<file path="config.mk">
export PLATFORM = sky130hd
export DESIGN_NAME = pattern_gen
export DESIGN_NICKNAME = d
export VERILOG_FILES = /design/src/rtl/pattern_gen.sv
export SDC_FILE = /design/constraint.sdc
export NUM_CORES = 1
export LEC_CHECK = 0
export CORE_MARGIN = 1
export CORE_UTILIZATION = 35
export DETAILED_ROUTE_END_ITERATION = 6
export PLACE_DENSITY_LB_ADDON = 0.3
export REMOVE_ABC_BUFFERS = 1
export SLEW_MARGIN = 20
export SYNTH_ARGS = -nofsm -noshare
export SYNTH_HDL_FRONTEND = slang
export SYNTH_SLANG_ARGS = --single-unit
</file>
<file path="constraint.sdc">
create_clock -name clk -period 3.4 [get_ports clk]
set_input_delay 0.68 -clock clk [delete_from_list [all_inputs] [get_ports clk]]
set_output_delay 0.68 -clock clk [all_outputs]
set_load 0.01 [all_outputs]
</file>
<file path="src/rtl/pattern_gen.sv">
// pattern_gen: MSB-first serial pattern generator with repeat count; even parity bit per repetition when PATTERN_GEN_PARITY_EN is defined
module pattern_gen #(
  parameter int WIDTH = 16,
  parameter int LW = $clog2(WIDTH) + 1
) (
  input  logic             clk,
  input  logic             reset,
  input  logic             start_valid,
  output logic             start_ready,
  input  logic [WIDTH-1:0] pat,
  input  logic [LW-1:0]    len,
  input  logic [3:0]       reps,
  output logic             a,
  output logic             a_valid,
  output logic             busy,
  output logic             done
);
  localparam logic [1:0] IDLE = 2'd0, SHIFT = 2'd1, DONE = 2'd2;
  logic [1:0] state;
  logic [WIDTH-1:0] pat_q, mask;
  logic [LW-1:0] len_c, top, top_q, cnt;
  logic [3:0] rem;
  logic cur;
  assign len_c = len > LW'(WIDTH) ? LW'(WIDTH) : len;
  assign mask = len_c == '0 ? '0 : {WIDTH{1'b1}} >> (LW'(WIDTH) - len_c);
`ifdef PATTERN_GEN_PARITY_EN
  assign top = len_c;
  assign cur = cnt == '0 ? ^pat_q : |({pat_q, 1'b0} & ((WIDTH + 1)'(1) << cnt));
`else
  assign top = len_c - 1'b1;
  assign cur = |(pat_q & (WIDTH'(1) << cnt));
`endif
  always_ff @(posedge clk) begin
    if (reset) begin
      state <= IDLE;
    end else if (state == IDLE) begin
      if (start_valid) begin
        pat_q <= pat & mask;
        top_q <= top;
        cnt   <= top;
        rem   <= reps == '0 ? '0 : reps - 1'b1;
        state <= len_c == '0 ? DONE : SHIFT;
      end
    end else if (state == SHIFT) begin
      cnt   <= cnt == '0 ? top_q : cnt - 1'b1;
      rem   <= cnt == '0 ? rem - 1'b1 : rem;
      state <= cnt == '0 && rem == '0 ? DONE : SHIFT;
    end else begin
      state <= IDLE;
    end
  end
  assign start_ready = state == IDLE;
  assign busy        = state != IDLE;
  assign done        = state == DONE;
  assign a_valid     = state == SHIFT;
  assign a           = a_valid & cur;
endmodule
</file>
---- Word-level counts from Yosys, hierarchy flattened ----
Cells that the tools add are included.
cells by class
  add/sub/neg operators ................... 5
  multiply operators ...................... 0
  divide/modulo/power cells ............... 0
  magnitude comparators ................... 1
  equality and inequality tests ........... 3
  shifts and indexed selects .............. 2
  mux-type cells .......................... 16
  bitwise gates (word level) .............. 4
  reduce and logical (&&, ||, !) cells .... 13
operators with widths
  operator                                               count
  AND 16 bit                                             2
  two-way mux 5 bit                                      5
  two-way mux 4 bit                                      5
  two-way mux 16 bit                                     1
  OR reduction 16 bit                                    1
  left shift 1 x 5 -> 16 bit (first input constant)      1
  right shift 16 x 5 -> 16 bit (first input constant)    1
  logical NOT 5 bit                                      2
  two-way mux 2 bit                                      5
  subtractor 5 x 1 -> 5 bit (second input constant)      2
  logical NOT 4 bit                                      2
  subtractor 4 x 1 -> 4 bit (second input constant)      2
  AND reduction 3 bit                                    2
  nonzero test 2 bit                                     3
  greater-than comparator 5 bit (second input constant)  1
  subtractor 5 bit (first input constant)                1
  AND reduction 4 bit                                    1
  == test 2 x 1 -> 1 bit (second input constant)         1
  == test 2 bit (second input constant)                  1
  logical NOT 2 bit                                      1
  != test 2 bit (second input constant)                  1
  AND 1 bit                                              1
  logical AND 1 bit                                      1
  inverter 1 bit                                         1
word-level totals
  register bits after elaboration ......... 32
  latch bits .............................. 0
  memory bits (writable) .................. 0
  ROM bits ................................ 0
  bits of input ports ..................... 28
  word-level logic and storage cells ...... 49
  memories kept ........................... 0

---- Logic depth before layout (Yosys ltp) ----
  depth after elaboration ................. 6
  depth in mapped cells ................... 9
  mapped depth without buffers ............ 9

---- Worst setup path before layout ----
OpenSTA, ideal clock, no wires.
  path type ............................... register to register
  start ................................... register state[0]
  end ..................................... register pat_q[0] (enable)
  setup time .............................. 0.430 ns
  arrival ................................. 2.416 ns
  slack ................................... 0.554 ns
  cell stages (with the launch flop) ...... 4
  buffers on the path ..................... 1
  period minus slack after synthesis ...... 2.846 ns
  cell sequence ........................... dfxtp_1 -> or2_2 -> buf_2 -> nor3b_1
between the ends
  cells in the longest elaborated chain, start to end .. 2
RTL lines
  what                                  line  source
  start, declared                       19    logic [1:0] state;
  start signal, assigned                42    state <= len_c == '0 ? DONE : SHIFT;
  start signal, assigned                47    state <= cnt == '0 && rem == '0 ? DONE : SHIFT;
  logical NOT 2 bit                     36    end else if (state == IDLE) begin
  AND reduction 3 bit (no source line)  --
  end signal, assigned                  38    pat_q <= pat & mask;
  end, declared                         20    logic [WIDTH-1:0] pat_q, mask;
Every way passes these cells.
A chain may end at the register's enable or synchronous reset.

---- Worst setup path in the final report ----
  start ................................... register cnt[2]
  end ..................................... output port a
between the ends
  cells in the longest elaborated chain, start to end .. 4
RTL lines
  what                        line  source
  start, declared             21    logic [LW-1:0] len_c, top, top_q, cnt;
  start signal, assigned      40    cnt <= top;
  start signal, assigned      45    cnt <= cnt == '0 ? top_q : cnt - 1'b1;
  left shift 1 x 5 -> 16 bit  31    assign cur = |(pat_q & (WIDTH'(1) << cnt));
  AND 16 bit                  31
  OR reduction 16 bit         31
  AND 1 bit                   56    assign a = a_valid & cur;
  end, declared               13    output logic a,
Every way passes these cells.

==> results <==
- The area growth from synthesis to layout is 26.0%.
- The critical path starts at cnt[2].
- Setup repair after global routing left no endpoint under its margin.
- The total count of hold-check failures in the final report is 0.
- In this run the tightest slew margin relative to its limit is between 50% and 60%.
- The logic gate share of total power is around a fifth.
- After synthesis, the share of flip-flops with an asynchronous set or reset is 0%.
- The synthesized design contains 32 register bits.
- The post-synthesis cell count is approximately 170.
- The number of buffer cells added on primary ports is 32.
- Summing all non-filler instances in the final layout gives an area of around 2400 sq um.
- Dividing the detail-routed via count by the number of cells gives between 4 and 5.
- Routability-driven placement finished with a final weighted congestion of 0.806.
- Of the total power, registers draw between 50% and 60%.
- The total detailed-routing wirelength is 3840 microns.
- The largest net degree at the start of global routing is 22.
- The initial antenna violation count came to 0.
- On the final layout, the worst clock skew is 3.17 ps.
- Sorting the synthesized cells by how often they occur yields 30 x sky130_fd_sc_hd__edfxtp_1, 17 x sky130_fd_sc_hd__nor2_1, 13 x sky130_fd_sc_hd__ha_1, 11 x sky130_fd_sc_hd__a21oi_1, 11 x sky130_fd_sc_hd__inv_1.
- The synthesized area is around 1900 sq um.
- The die covers 5690 sq um.
- The reported max-cap violation count is 0.
- The first global-routing pass estimated 6110 microns of wire.
- The total number of clock tree sinks is 32.
- The distinct cell type count after synthesis is 50.
- The count of hold buffers inserted by post-cts repair is 0.
- The number of synthesis warnings is 0.
- The core region area is about 5100 sq um.
- The effective utilization at floorplan is 36.7%.
- The total DRC errors in the routed layout is 0.
- By area the synthesized netlist is led by sky130_fd_sc_hd__edfxtp_1 48%, sky130_fd_sc_hd__ha_1 8.6%, sky130_fd_sc_hd__nor2_1 3.4%, sky130_fd_sc_hd__a21oi_1 2.9%, sky130_fd_sc_hd__mux2_2 2.4%.
- The clock latency of the later-clocked register in the worst-skew pair is between 200 and 300 ps.
- The number of buffers inserted by post-CTS setup repair is 0.
- The average footprint of a synthesized cell is approximately 11 sq um.
- Cell internal power was estimated by the tool at between 700 and 800 uW.
- 0 antenna diodes ended up in the layout.
- The final layout contains 247 nets.
- Summed over all nets, the half-perimeter wirelength after detailed placement is 2950 microns.
- The via count of the first global-routing pass is between 1000 and 1500.
- The routed layout has 1357 vias.
- At the pin with the least slew margin, the transition time is ~690 ps.
- The remaining antenna violation count is 0.
- The number of max-slew violations in the final report is 0.
- Across the VDD grid, the largest voltage drop is roughly 0.21 mV.
- Among all flip-flop cells after synthesis, the most frequent one is sky130_fd_sc_hd__edfxtp_1.
- Data on the critical path arrives at its endpoint at 2440 ps.
- The part of the Yosys area used for sequential elements is about half.
- The top-area cell type share of the netlist area is approximately 48%.
- The first-pass iteration count of the detailed router is 4.
- In this run the number of H-tree levels came out at 2.
- In this run the worst path has a maximum fanout of 13.
- Global routing used 15.0% of the available tracks.
- Gates resized during post-CTS repair numbered 0.
- The placed standard-cell area is between 2000 and 2500 sq um.
- For the finished layout, the period the worst path requires is 3120 ps.
- The clock passes through at most 2 buffers.
- The worst min-delay path class is register to register.
- The analysis attributes to cell leakage a power of 0.000908 uW.
- The switching power is approximately 260 uW.
- The total negative slack for setup checks is 0 ps.
- Of the total power, the clock network draws between 20% and 30%.
- The total overflow left after global routing is 0.
- The share of layout cells above drive strength 1 is ~12%.
- In this run, synthesis inferred 30 flip-flops with an integrated enable.
- The most frequent cell after synthesis is sky130_fd_sc_hd__edfxtp_1.
- The die is between 70 and 80 microns tall.
- Clock-pin slew was measured on the worst setup and hold paths at 60 ps.
- In this run the most critical hold path is launched from state[1].
- The setup check on the worst reg-to-reg path leaves a slack of 990 ps.
- After detailed routing, the average wire length per cell comes to 13.9 microns.
- The run finished with clean final reports.
- The final critical path takes up approximately 92% of the cycle.
- The count of endpoints failing setup in the final report is 0.
- In this run the horizontal extent of the chip is approximately 75 microns.
- For this run, the top clock speed supported by timing is around 0.32 GHz.
- For this design the ratio of total power to cell area is 404 nW/um^2.
- The critical path is of the register to output port type.
- The cell type contributing the most total cell area after synthesis is sky130_fd_sc_hd__edfxtp_1.
- The kind of capture point of the worst setup path is an output port.
- The clock tree from TritonCTS is built.
- 33 I/O pins were placed.
- For this block, the initial DRC count from the detailed router was 63.
- Data on the critical path is required at its endpoint by 2720 ps.
- The startpoint of the lowest-slack register-to-register path is cnt[0].
- In this run switching power makes up about a quarter of total power.
- The CTS buffer count is 5.
- Clock tree synthesis selected as its root buffer the cell sky130_fd_sc_hd__clkbuf_8.
- STA classifies the critical path startpoint as a register.
- The initialized floorplan defines 26 standard-cell rows.
## placed cells by master, fill, tap and decap left out, types with 3 or more instances in the layout
| master | synthesis | final |
|---|---|---|
| sky130_fd_sc_hd__clkdlybuf4s50_1 | 0 | 32 |
| sky130_fd_sc_hd__edfxtp_1 | 30 | 30 |
| sky130_fd_sc_hd__nor2_1 | 17 | 17 |
| sky130_fd_sc_hd__ha_1 | 13 | 13 |
| sky130_fd_sc_hd__inv_1 | 11 | 11 |
| sky130_fd_sc_hd__a21oi_1 | 11 | 11 |
| sky130_fd_sc_hd__nand2_1 | 9 | 9 |
| sky130_fd_sc_hd__o21ai_0 | 7 | 7 |
| sky130_fd_sc_hd__nor3_1 | 5 | 5 |
| sky130_fd_sc_hd__and3_1 | 5 | 5 |
| sky130_fd_sc_hd__clkbuf_8 | 0 | 5 |
| sky130_fd_sc_hd__nor2b_1 | 4 | 4 |
| sky130_fd_sc_hd__mux2_2 | 4 | 4 |
| sky130_fd_sc_hd__xnor2_1 | 3 | 3 |
| sky130_fd_sc_hd__mux2i_1 | 3 | 3 |
| sky130_fd_sc_hd__a211oi_1 | 3 | 3 |
| sky130_fd_sc_hd__a22oi_1 | 3 | 3 |
## sequential cells by signal, summed over array words and instances, names as in the netlist
register  flops
top_q         5
cnt           5
pat_q        16
rem           4
state         2
## stage by stage
stage	worst slack, ps	std cells	utilization [%]	total power [uW]	hold slack (ps)
4_1_cts	248	277	46.3	971	523
6_report	275	277	46.3	960	526
5_1_grt	142	277	46.3	1010	568
2_1_floorplan	607	165	-	609	476
3_5_place_dp	209	269	44.7	693	516
3_3_place_gp	338	269	44.7	693	510
## power by group through the flow
| stage | clock network [uW] | logic [uW] | registers, uW |
|---|---|---|---|
| floorplan | 0 | 118 | 491 |
| global placement | 0 | 197 | 497 |
| detailed placement | 0 | 196 | 497 |
| CTS | 284 | 197 | 489 |
| global route | 298 | 218 | 492 |
| finish | 275 | 196 | 489 |
## cell families (layout without fill, tap and decap cells)
family / Yosys count / after routing / synth area share, %
AOI/OAI and AO/OA: 38 / 38 / 13.6
xor gates and xnor gates: 4 / 4 / 1.86
adders and majority gates: 13 / 13 / 8.62
buffers and inverters: 15 / 54 / 3.45
DFF: 32 / 32 / 49.8
muxes: 8 / 8 / 4.77
and+or+nand+nor: 58 / 58 / 17.9
## cell type report
cell class / instances / area [sq um]
fillers: 510 / 2760
flip-flops and latches: 32 / 941
multi-input cells: 121 / 887
repair buffers: 34 / 335
well taps: 70 / 87.6
clock buffers: 5 / 68.8
inverters: 12 / 45.0
clock inverters: 3 / 13.8
## worst paths after layout
check,end,depth (start not counted)
worst max-delay path,a,5
worst min-delay path,state[1],1
worst max register to register,rem[3],5
worst min register to register,state[1],1
## critical path: stages, from the launching register on
cell and delay [ps]:
sky130_fd_sc_hd__edfxtp_1 720, sky130_fd_sc_hd__mux2_2 420, sky130_fd_sc_hd__a221o_2 380, sky130_fd_sc_hd__nor2_1 90, sky130_fd_sc_hd__nor4b_1 60, sky130_fd_sc_hd__clkdlybuf4s50_1 490
## per-layer routing
layer	wire length [microns]	global-route usage (%)	part of all wire, %	vias up
met5	0	0	0	-
met4	52	6.17	1.4	0
met3	156	3.17	4.1	4
met2	1780	22.4	46	32
met1	1860	21.2	48	614
li1	-	-	-	707
(Power assumes the default switching activity.)
